## src/rtl/aclint_mtimer.sv

```systemverilog
// RISC-V ACLINT machine timer with per-hart mtimecmp/MSIP, a 64-bit mtime
// driven either by a synchronised rtc_i or by an internal prescaler.
module aclint_mtimer #(
    parameter int NR_HARTS    = 4,
    parameter int PRESCALE_W  = 16,
    parameter int SYNC_STAGES = 2
) (
    input  logic                clk_i,
    input  logic                rst_i,
    input  logic                rtc_i,
    input  logic                req_i,
    input  logic                we_i,
    input  logic [15:0]         addr_i,
    input  logic [31:0]         wdata_i,
    input  logic [3:0]          be_i,
    output logic                rvalid_o,
    output logic [31:0]         rdata_o,
    output logic                err_o,
    output logic [NR_HARTS-1:0] timer_irq_o,
    output logic [NR_HARTS-1:0] ipi_o
);

    localparam logic [12:0]           HARTS    = 13'(NR_HARTS);
    localparam logic [PRESCALE_W-1:0] PCNT_ONE = PRESCALE_W'(1);

    function automatic logic [31:0] merge_be(input logic [31:0] old_v,
                                             input logic [31:0] new_v,
                                             input logic [3:0]  be);
        logic [31:0] res;
        res = old_v;
        for (int b = 0; b < 4; b++) begin
            if (be[b]) begin
                res[8*b +: 8] = new_v[8*b +: 8];
            end else begin
                res[8*b +: 8] = old_v[8*b +: 8];
            end
        end
        return res;
    endfunction

    logic [63:0]            r_mtime;
    logic [63:0]            r_cmp [NR_HARTS];
    logic [NR_HARTS-1:0]    r_msip;
    logic [NR_HARTS-1:0]    r_irq;
    logic [31:0]            r_shadow;
    logic                   r_en;
    logic                   r_src;
    logic [PRESCALE_W-1:0]  r_prescale;
    logic [PRESCALE_W-1:0]  r_pcnt;
    logic [SYNC_STAGES-1:0] r_sync;
    logic                   r_rtc_d;
    logic                   r_rvalid;
    logic                   r_err;
    logic [31:0]            r_rdata;

    logic [15:0] w_addr;
    logic [15:0] w_cmp_off;
    logic [11:0] w_msip_idx;
    logic [12:0] w_cmp_idx;
    logic        w_is_msip, w_is_cmp, w_is_mtlo, w_is_mthi, w_is_ctrl, w_is_pre;
    logic        w_hit, w_wr, w_rd;
    logic        w_rtc_rise, w_pre_hit, w_tick;
    logic [31:0] w_rdata;
    logic        w_unused;

    assign w_addr     = {addr_i[15:2], 2'b00};
    assign w_msip_idx = w_addr[13:2];
    assign w_cmp_off  = w_addr - 16'h4000;
    assign w_cmp_idx  = w_cmp_off[15:3];
    assign w_unused   = ^{addr_i[1:0], w_cmp_off[2:0]};

    assign w_is_msip = (w_addr < 16'h4000) && ({1'b0, w_msip_idx} < HARTS);
    assign w_is_cmp  = (w_addr >= 16'h4000) && (w_addr < 16'hBFF8) && (w_cmp_idx < HARTS);
    assign w_is_mtlo = (w_addr == 16'hBFF8);
    assign w_is_mthi = (w_addr == 16'hBFFC);
    assign w_is_ctrl = (w_addr == 16'hC000);
    assign w_is_pre  = (w_addr == 16'hC004);
    assign w_hit     = w_is_msip | w_is_cmp | w_is_mtlo | w_is_mthi | w_is_ctrl | w_is_pre;
    assign w_wr      = req_i & we_i & w_hit;
    assign w_rd      = req_i & ~we_i & w_hit;

    // Tick is judged from register state only, so a same-cycle CTRL write takes effect next cycle.
    assign w_rtc_rise = r_sync[SYNC_STAGES-1] & ~r_rtc_d;
    assign w_pre_hit  = (r_pcnt == r_prescale);
    assign w_tick     = r_en & (r_src ? w_pre_hit : w_rtc_rise);

    // Read data multiplexer.
    always_comb begin
        w_rdata = 32'h0;
        if (w_is_msip) begin
            for (int h = 0; h < NR_HARTS; h++) begin
                w_rdata = (w_msip_idx == 12'(h)) ? {31'h0, r_msip[h]} : w_rdata;
            end
        end else if (w_is_cmp) begin
            for (int h = 0; h < NR_HARTS; h++) begin
                w_rdata = (w_cmp_idx != 13'(h)) ? w_rdata :
                          (w_addr[2] ? r_cmp[h][63:32] : r_cmp[h][31:0]);
            end
        end else if (w_is_mtlo) begin
            w_rdata = r_mtime[31:0];
        end else if (w_is_mthi) begin
            w_rdata = r_shadow;
        end else if (w_is_ctrl) begin
            w_rdata = {30'h0, r_src, r_en};
        end else if (w_is_pre) begin
            w_rdata = 32'(r_prescale);
        end else begin
            w_rdata = 32'h0;
        end
    end

    // Register file, mtime counter, read shadow and prescaler.
    always_ff @(posedge clk_i) begin
        if (rst_i) begin
            r_mtime    <= 64'h0;
            for (int h = 0; h < NR_HARTS; h++) begin
                r_cmp[h] <= 64'hFFFF_FFFF_FFFF_FFFF;
            end
            r_msip     <= {NR_HARTS{1'b0}};
            r_shadow   <= 32'h0;
            r_en       <= 1'b1;
            r_src      <= 1'b0;
            r_prescale <= {PRESCALE_W{1'b0}};
            r_pcnt     <= {PRESCALE_W{1'b0}};
        end else begin
            for (int h = 0; h < NR_HARTS; h++) begin
                if (w_wr && w_is_msip && be_i[0] && (w_msip_idx == 12'(h))) begin
                    r_msip[h] <= wdata_i[0];
                end
                if (w_wr && w_is_cmp && (w_cmp_idx == 13'(h))) begin
                    if (w_addr[2]) begin
                        r_cmp[h][63:32] <= merge_be(r_cmp[h][63:32], wdata_i, be_i);
                    end else begin
                        r_cmp[h][31:0] <= merge_be(r_cmp[h][31:0], wdata_i, be_i);
                    end
                end
            end

            // A bus write to mtime wins over a coincident tick.
            if (w_wr && w_is_mtlo) begin
                r_mtime[31:0] <= merge_be(r_mtime[31:0], wdata_i, be_i);
            end else if (w_wr && w_is_mthi) begin
                r_mtime[63:32] <= merge_be(r_mtime[63:32], wdata_i, be_i);
            end else if (w_tick) begin
                r_mtime <= r_mtime + 64'h1;
            end

            if (w_rd && w_is_mtlo) begin
                r_shadow <= r_mtime[63:32];
            end
            if (w_wr && w_is_ctrl && be_i[0]) begin
                r_en  <= wdata_i[0];
                r_src <= wdata_i[1];
            end
            if (w_wr && w_is_pre) begin
                r_prescale <= PRESCALE_W'(merge_be(32'(r_prescale), wdata_i, be_i));
            end

            if (w_wr && (w_is_ctrl || w_is_pre)) begin
                r_pcnt <= {PRESCALE_W{1'b0}};
            end else if (!r_src || w_pre_hit) begin
                r_pcnt <= {PRESCALE_W{1'b0}};
            end else begin
                r_pcnt <= r_pcnt + PCNT_ONE;
            end
        end
    end

    // rtc_i synchroniser and rising-edge detect flop.
    always_ff @(posedge clk_i) begin
        if (rst_i) begin
            r_sync  <= {SYNC_STAGES{1'b0}};
            r_rtc_d <= 1'b0;
        end else begin
            r_sync  <= {r_sync[SYNC_STAGES-2:0], rtc_i};
            r_rtc_d <= r_sync[SYNC_STAGES-1];
        end
    end

    // Timer interrupts compare the previous cycle's register values.
    always_ff @(posedge clk_i) begin
        if (rst_i) begin
            r_irq <= {NR_HARTS{1'b0}};
        end else begin
            for (int h = 0; h < NR_HARTS; h++) begin
                r_irq[h] <= (r_mtime >= r_cmp[h]);
            end
        end
    end

    // Access response, one cycle after the request.
    always_ff @(posedge clk_i) begin
        if (rst_i) begin
            r_rvalid <= 1'b0;
            r_rdata  <= 32'h0;
            r_err    <= 1'b0;
        end else begin
            r_rvalid <= req_i;
            r_err    <= req_i & ~w_hit;
            r_rdata  <= w_rd ? w_rdata : 32'h0;
        end
    end

    assign rvalid_o    = r_rvalid;
    assign rdata_o     = r_rdata;
    assign err_o       = r_err;
    assign timer_irq_o = r_irq;
    assign ipi_o       = r_msip;

endmodule

```

## config.mk

```make
export PLATFORM = sky130hd
export DESIGN_NAME = aclint_mtimer
export DESIGN_NICKNAME = d
export VERILOG_FILES = /design/src/rtl/aclint_mtimer.sv
export SDC_FILE = /design/constraint.sdc
export NUM_CORES = 1
export LEC_CHECK = 0
export CAP_MARGIN = 20
export CORE_ASPECT_RATIO = 0.7
export CORE_MARGIN = 5
export CORE_UTILIZATION = 30
export DETAILED_ROUTE_END_ITERATION = 12
export GPL_ROUTABILITY_DRIVEN = 0
export HOLD_SLACK_MARGIN = 0.12
export SYNTH_ARGS = -nofsm -noshare
export SYNTH_HDL_FRONTEND = slang
export SYNTH_SLANG_ARGS = --single-unit
```

## constraint.sdc

```tcl
create_clock -name clk_i -period 4.85 [get_ports clk_i]
set_input_delay 0.97 -clock clk_i [delete_from_list [all_inputs] [get_ports clk_i]]
set_output_delay 0.97 -clock clk_i [all_outputs]
set_load 0.01 [all_outputs]
```

Yosys cells after proc, flatten, opt, wreduce, memory -nomap -nowiden. Memory sizes are Yosys's and may differ from the RTL's. Index checks and enable logic that the tools add are counted.

Bits in registers: 175. Bits in writable memories: 256. Output and inout port bits: 42. Word-level logic and storage cells: 317. Memories kept: 1.

Add/subtract/negate cells: 3. $lt $le $gt $ge: 9. Equal/unequal tests: 23. Multiplexer cells: 191. Bitwise gates (word level): 25. Reductions and logical operators: 41.

Memories: r_cmp (words 4, width 64, rd ports 4, clocked after memory_dff 0, wr ports 4, RTL line 42) `logic [63:0] r_cmp [NR_HARTS];`.

Operators by type and width (number): $mux 8 (132); $mux 32 (23); $ge 64x64->1 (4); $add 64x1->64 const B (1); $mux 64 (1); $eq 14x14->1 const B (4); $mux 1 (33); $mux 16 (2); $eq 13x2->1 const B (2); $ne 13x2->1 const B (2); $eq 12x2->1 const B (2); $reduce_and 3->1 (8); $logic_and 1x1->1 (21); $ne 2x2->1 const B (9); $add 16x1->16 const B (1); $eq 16x16->1 (1); $ge 16x15->1 const B (1); $lt 16x15->1 const B (1); $lt 16x16->1 const B (1); $sub 16x15->16 const B (1); $eq 13x1->1 const B (1); $logic_not 13->1 (1); $lt 13x3->1 const B (1); $ne 13x1->1 const B (1); 13 further kinds (38).

Longest topological paths before layout. Gate-level depths: netlist of run 1.

Depth after elaboration: 15. Mapped depth: 12. Mapped depth without buffers: 9.

Least setup slack after synthesis of run 1. No wires, ideal clock.

Path kind: input to register. Start point: input port addr_i[13]. End point: memory r_cmp[0][48] (enable). Setup time: 329 ps. Data arrival time: 3034 ps. Path slack: 1487 ps. Stages: 7. Cells stage by stage: or4_4 -> or4_1 -> clkbuf_2 -> nor3_4 -> clkbuf_1 -> nand2_1 -> nand2_1.

RTL lines: from (decl) (RTL line 13) `input logic [15:0] addr_i,`; to (decl) (RTL line 42).

==> impl_metrics.env, run 1 <==
export IMPL_status="complete, no violations"
export IMPL_post_drt_wl_per_cell_microns=25.0
export IMPL_final_setup_skew_ps=39.8
export IMPL_ir_drop_v=0.000201
export IMPL_clockBufferDepth=3
export IMPL_worst_setup_hold_path_clk_slew_ps=60
export IMPL_routed_wl_mm=103
export IMPL_core_rowCount=92
export IMPL_syn_cell_area_sq_um=27100
export IMPL_wire_length_of_the_first_global_routing_pass_mm=148
export IMPL_grt_ovfl_total=0
export IMPL_synth_edff_count=256
export IMPL_holdWs_ps=456
export IMPL_synthFlopType="sky130_fd_sc_hd__edfxtp_1"
export IMPL_core_area_sq_um=89800
export IMPL_cp_cell_sequence="clkdlybuf4s50_1, or4_4, nor4_4, nand3_4, nor2_1, a21o_1"
export IMPL_hold_buffers=0
export IMPL_chip_height_microns=261
export IMPL_leading_cell_types_in_the_layout_fill_and_taps_excluded="297 x sky130_fd_sc_hd__nand2_1, 267 x sky130_fd_sc_hd__inv_1, 262 x sky130_fd_sc_hd__ha_1"
export IMPL_cp_required_ps=5100
export IMPL_synth_area_leaders="sky130_fd_sc_hd__edfxtp_1 28%, sky130_fd_sc_hd__dfxtp_1 13%, sky130_fd_sc_hd__ha_1 12%, sky130_fd_sc_hd__nand2_1 4.1%, sky130_fd_sc_hd__a21oi_1 4.0%"
export IMPL_maximum_number_of_pins_on_one_net_before_global_route_repair=127
export IMPL_worstPathMaxFanout=28
export IMPL_setup_tns_ps=0
export IMPL_final_min_clock_period_ps=4070
export IMPL_clock_power_share_pct=46.0
export IMPL_worst_path_max_delay_cell="sky130_fd_sc_hd__nor2_1"
export IMPL_switching_share_of_total_power_pct=24.4
export IMPL_worstReg2RegEnd="timer_irq_o[1]$_SDFF_PP0_"
export IMPL_power_density_nw_per_um2=281
export IMPL_avgViaCountPerCell=5.65
export IMPL_number_of_buffers_inserted_during_clock_tree_synthesis=47
export IMPL_route_vias_total=23300
export IMPL_number_of_antenna_violations_at_the_first_check_in_global_routing=21
export IMPL_initial_utilization_pct=30.2
export IMPL_critical_path_endpoint_type="flop"
export IMPL_final_cell_area_sq_um=31100
export IMPL_power_mw=8.73
export IMPL_synth_top_area_share_pct=28.4
export IMPL_clk_insertion_delay_late_ps=610
export IMPL_syn_avg_cell_area_sq_um=9.45
export IMPL_number_of_antenna_violating_nets_in_the_routed_design=0
export IMPL_stage_delay_of_the_slowest_cell_on_the_critical_path_ps=910
export IMPL_synth_largest_area_cell="sky130_fd_sc_hd__edfxtp_1"
export IMPL_p_int_mw=6.60
export IMPL_dieWidth_microns=369
export IMPL_final_hpwl_from_detailed_placement_mm=74.5
export IMPL_vias_in_the_first_global_route=21200
export IMPL_numPortBuffers=96
export IMPL_area_growth_synth_to_final_pct=14.8
export IMPL_p_sw_mw=2.13
export IMPL_ys_seq_area_share_pct=41.3
export IMPL_mostFrequentLayoutCell="sky130_fd_sc_hd__nand2_1"
export IMPL_min_delay_start="r_shadow[22]$_SDFFE_PP0P_"
export IMPL_criticalPathCategory="in2reg"
export IMPL_clock_fmax_mhz=246
export IMPL_synthCells=2865
export IMPL_syn_num_nets=3184
export IMPL_drcViolationCount=0
export IMPL_worstSetupStartpointType="input pin"
export IMPL_regToRegSetupSlack_ps=1180
export IMPL_synth_ff_latch_count=431
export IMPL_first_pass_iters=6
export IMPL_synth_distinct_cells=77
export IMPL_utilization_pct=34.6
export IMPL_cell_depth_of_the_worst_flop_to_flop_path=8
export IMPL_max_slew_worst_pin_slew_ps=1220
export IMPL_dr_first_iter_drc_count=3316
export IMPL_cap_viol_max_count=0
export IMPL_grt_use_total_pct=20.6
export IMPL_rsz_0062_raised_after_global_routing="no"
export IMPL_power_sequential_fraction_pct=46.6
export IMPL_cp_arrival_ps=4310
export IMPL_clk_sinks=431
export IMPL_reg2reg_from="r_mtime[35]$_SDFFE_PP0P_"
export IMPL_cts_resized=0
export IMPL_tritoncts="built"
export IMPL_final_period_utilization_pct=83.8
export IMPL_io_pins=99
export IMPL_max_slew_margin_rel_pct=18.5
export IMPL_hold_end="r_shadow[22]$_SDFFE_PP0P_"
export IMPL_placed_cell_areas_sq_um=29300
export IMPL_setup_viol=0
export IMPL_cts_repair_timing_setup_buffer_count=0
export IMPL_final_hold_viol_count=0
export IMPL_worst_hold_path_type="reg2reg"
export IMPL_post_route_cells_drive_above_1_share_pct=7.40
export IMPL_cts_root_buffer_cell="sky130_fd_sc_hd__clkbuf_16"
export IMPL_finalNetCount=3214
export IMPL_hold_path_cell_count=2
export IMPL_die_footprint_sq_um=96500
export IMPL_async_reset_ff_share_pct=0
export IMPL_cts_max_level=2
export IMPL_power_combinational_fraction_pct=7.4
export IMPL_yosysWarningCount=0
export IMPL_static_leakage_power_nw=12.5
export IMPL_final_max_slew_violation_count=0
## per-layer routing
metal	GRT usage [%]	wire length, microns
met3	7.02	14300
met1	30.3	45200
met2	28.9	41200
met4	4.54	2250
met5	0	111
## final cells by class
| class | instances | area, sq um |
|---|---|---|
| fillers | 9063 | 58700 |
| clock inverters | 20 | 298 |
| repair buffers | 156 | 1450 |
| flip-flops and latches | 431 | 11200 |
| clock buffers | 68 | 1400 |
| well taps | 1175 | 1470 |
| diodes | 10 | 25.0 |
| inverters | 268 | 1010 |
| multi-input cells | 1991 | 14200 |
## synthesized netlist by cell type, types with 12 or more instances
cell / instances
sky130_fd_sc_hd__nand2_1: 298
sky130_fd_sc_hd__inv_1: 268
sky130_fd_sc_hd__ha_1: 262
sky130_fd_sc_hd__edfxtp_1: 256
sky130_fd_sc_hd__a21oi_1: 217
sky130_fd_sc_hd__dfxtp_1: 175
sky130_fd_sc_hd__clkbuf_1: 138
sky130_fd_sc_hd__or3_1: 138
sky130_fd_sc_hd__nand2b_1: 126
sky130_fd_sc_hd__o21ai_0: 110
sky130_fd_sc_hd__mux2i_1: 103
sky130_fd_sc_hd__nor2_1: 99
sky130_fd_sc_hd__nand4_1: 70
sky130_fd_sc_hd__a21o_1: 69
sky130_fd_sc_hd__nand3_1: 55
sky130_fd_sc_hd__o22ai_1: 49
sky130_fd_sc_hd__a211oi_1: 35
sky130_fd_sc_hd__and3_1: 32
sky130_fd_sc_hd__mux4_2: 31
sky130_fd_sc_hd__buf_2: 23
sky130_fd_sc_hd__nor3_1: 20
sky130_fd_sc_hd__xnor2_1: 20
sky130_fd_sc_hd__a31oi_1: 17
sky130_fd_sc_hd__nor2b_1: 15
sky130_fd_sc_hd__o31ai_1: 13
sky130_fd_sc_hd__and2_1: 12
## worst max path at each step
| stage | start | endpoint |
|---|---|---|
| after CTS | addr_i[13] | r_cmp[3][28]$_SDFFCE_PN1P_ |
| after floorplan | addr_i[13] | r_cmp[0][48]$_SDFFCE_PN1P_ |
| after global routing | addr_i[14] | r_cmp[3][28]$_SDFFCE_PN1P_ |
| after global placement | addr_i[13] | r_cmp[3][24]$_SDFFCE_PN1P_ |
| final | addr_i[13] | r_cmp[3][28]$_SDFFCE_PN1P_ |
| after detailed placement | addr_i[13] | r_cmp[3][24]$_SDFFCE_PN1P_ |
## critical path, delay by kind of cell
family | cells | cell delay, ps
simple gates | 4 | 2390
compound gates | 1 | 500
buf+inv | 1 | 430
## flip-flops by register name, indices dropped and copies added, names as in the netlist, 2 cells and up
name         count
r_cmp          256
ipi_o            4
timer_irq_o      4
r_prescale      16
r_sync           2
r_mtime         64
r_pcnt          16
rdata_o         32
r_shadow        32
## kinds of logic after synthesis
| logic type | share of synthesized area [%] |
|---|---|
| and+or+nand+nor | 18.1 |
| AOI/OAI and AO/OA | 14.6 |
| buffers and inverters | 6.27 |
| DFF | 41.3 |
| adders and majority gates | 12.1 |
| muxes | 6.63 |
| xor gates and xnor gates | 0.970 |
## through the flow
stage                     setup WS (ps)  std cells
after floorplan                    1490       2865
after detailed placement            222       4019
after global routing                628       4109
after CTS                           812       4107
after global placement              279       4019
final                               784       4119
## power by group through the flow
stage,clock network (mW),registers [mW],logic [mW]
floorplan,0,4.10,0.385
global placement,0,4.14,0.623
detailed placement,0,4.15,0.632
CTS,4.06,4.07,0.635
global route,4.20,4.08,0.691
finish,4.01,4.07,0.647
Power figures use the tool's default switching activity.
==> run 2, diff against run 1 <==
==> constraint.sdc (replaced) <==
create_clock -name clk_i -period 3.55 [get_ports clk_i]
set_input_delay 0.71 -clock clk_i [delete_from_list [all_inputs] [get_ports clk_i]]
set_output_delay 0.71 -clock clk_i [all_outputs]
set_load 0.01 [all_outputs]
==> run 2 against run 1 <==
Against the previous run: power up 35%; register-to-register slack worse by 820 ps; sequential share of layout area down 2.0 points; highest routed layer unchanged; non-clock buffer count up 183; setup slack worse by 460 ps; die area unchanged; clock skew down 15 ps; largest cell class unchanged.
==> impl_metrics.env, run 2 (synthesis results as in run 1) <==
export IMPL_status="complete, no violations"
export IMPL_criticalPathCategory="in2reg"
export IMPL_hold_buffers=0
export IMPL_cap_viol_max_count=0
export IMPL_max_slew_worst_pin_slew_ps=1080
export IMPL_final_setup_skew_ps=25.1
export IMPL_cts_resized=0
export IMPL_ir_drop_v=0.000277
export IMPL_power_density_nw_per_um2=358
export IMPL_worstPathMaxFanout=15
export IMPL_core_area_sq_um=89800
export IMPL_leading_cell_types_in_the_layout_fill_and_taps_excluded="297 x sky130_fd_sc_hd__nand2_1, 268 x sky130_fd_sc_hd__inv_1, 262 x sky130_fd_sc_hd__ha_1"
export IMPL_setup_viol=0
export IMPL_dieWidth_microns=369
export IMPL_placed_cell_areas_sq_um=31300
export IMPL_final_period_utilization_pct=90.9
export IMPL_max_slew_margin_rel_pct=27.2
export IMPL_tritoncts="built"
export IMPL_grt_use_total_pct=21.2
export IMPL_worst_hold_path_type="reg2reg"
export IMPL_clockBufferDepth=3
export IMPL_utilization_pct=36.6
export IMPL_number_of_antenna_violations_at_the_first_check_in_global_routing=12
export IMPL_number_of_buffers_inserted_during_clock_tree_synthesis=48
export IMPL_first_pass_iters=6
export IMPL_io_pins=99
export IMPL_reg_largest_list="r_cmp: 256 flops, r_mtime: 64 flops"
export IMPL_avgViaCountPerCell=5.50
export IMPL_clock_fmax_mhz=310
export IMPL_power_mw=11.8
export IMPL_cts_root_buffer_cell="sky130_fd_sc_hd__clkbuf_16"
export IMPL_cp_required_ps=4090
export IMPL_final_fill_count=8986
export IMPL_post_drt_wl_per_cell_microns=24.7
export IMPL_cp_arrival_ps=3770
export IMPL_maximum_number_of_pins_on_one_net_before_global_route_repair=93
export IMPL_dr_first_iter_drc_count=3029
export IMPL_final_max_slew_violation_count=0
export IMPL_worst_setup_hold_path_clk_slew_ps=60
export IMPL_clk_insertion_delay_late_ps=620
export IMPL_setup_tns_ps=0
export IMPL_cts_repair_timing_setup_buffer_count=0
export IMPL_wire_length_of_the_first_global_routing_pass_mm=151
export IMPL_cts_max_level=2
export IMPL_largest_reg_flops=256
export IMPL_routed_wl_mm=106
export IMPL_final_cell_area_sq_um=32900
export IMPL_finalNetCount=3398
export IMPL_layout_area_seq_sq_um=11200
export IMPL_core_rowCount=92
export IMPL_post_route_cells_drive_above_1_share_pct=12.8
export IMPL_clk_sinks=431
export IMPL_initial_utilization_pct=30.2
export IMPL_final_min_clock_period_ps=3230
export IMPL_final_hold_viol_count=0
export IMPL_numPortBuffers=96
export IMPL_grt_ovfl_total=0
export IMPL_critical_path_endpoint_type="flop"
export IMPL_chip_height_microns=261
export IMPL_final_hpwl_from_detailed_placement_mm=79.6
export IMPL_die_footprint_sq_um=96500
export IMPL_area_growth_synth_to_final_pct=21.4
export IMPL_rsz_0062_raised_after_global_routing="no"
export IMPL_drcViolationCount=0
export IMPL_registers_top_by_ff_count="r_cmp"
export IMPL_vias_in_the_first_global_route=22300
export IMPL_static_leakage_power_nw=13.6
export IMPL_number_of_antenna_violating_nets_in_the_routed_design=0
export IMPL_multi_input_comb_area_sq_um=14200
export IMPL_mostFrequentLayoutCell="sky130_fd_sc_hd__nand2_1"
export IMPL_route_vias_total=23600
export IMPL_worstSetupStartpointType="input pin"
## run 2: changes by cell type in the layout (fill, tap and decap cells not counted), sizes merged
cell      before  now
clkinv        11   15
bufinv         7    4
clkbuf        70   66
inv          270  272
diode         10    2
clkinvlp       0    1
buf           61  245
## run 2: worst max-delay path, stage by stage
cell and delay [ps]:
sky130_fd_sc_hd__clkdlybuf4s50_1 480, sky130_fd_sc_hd__buf_4 120, sky130_fd_sc_hd__ha_1 160, sky130_fd_sc_hd__nand4_1 200, sky130_fd_sc_hd__nor3_2 210, sky130_fd_sc_hd__a21boi_0 140
sky130_fd_sc_hd__and4bb_2 390, sky130_fd_sc_hd__a211oi_1 930, sky130_fd_sc_hd__o21ai_0 230, sky130_fd_sc_hd__a21oi_1 180
## run 2: path summary, 6_finish.rpt
path | end | cells after the start | startpoint | slack (ps)
max | r_mtime[12]$_SDFFE_PP0P_ | 10 | addr_i[15] | 320
min | r_sync[1]$_SDFF_PP0_ | 1 | r_sync[0]$_SDFF_PP0_ | 450
max reg2reg | timer_irq_o[2]$_SDFF_PP0_ | 9 | r_mtime[0]$_SDFFE_PP0P_ | 360
min reg2reg | r_sync[1]$_SDFF_PP0_ | 1 | r_sync[0]$_SDFF_PP0_ | 450
## run 2: through the flow
stage / cells / hold slack (ps) / worst slack [ps]
2_1_floorplan: 2865 / 414 / 447
4_1_cts: 4292 / 437 / 447
3_5_place_dp: 4203 / 446 / -110
5_1_grt: 4293 / 450 / 147
3_3_place_gp: 4202 / 420 / 2.97
6_report: 4295 / 449 / 322
## run 2: area by class of cell
type	count	area share, %
multi-input combinational	1991	43.3
sequential	431	34.0
timing repair buffer	339	10.3
tap	1175	4.47
clock buffer	65	4.15
inverter	268	3.06
clock inverter	24	0.700
antenna	2	0.0152
## run 2: report_power, final
group | internal, mW | total (mW) | switching [mW]
registers | 5.44 | 5.56 | 0.122
logic | 0.405 | 1.00 | 0.596
clock network | 2.99 | 5.20 | 2.22
total | 8.83 | 11.8 | 2.93
## run 2: per-layer routing
metal / track usage, % / share of wire [%] / vias to the layer above
li1: - / - / 10800
met2: 29.6 / 39 / 1251
met3: 8.86 / 14 / 204
met1: 29.9 / 43 / 11400
met4: 6.12 / 2.9 / 14
met5: 0 / 0.086 / -
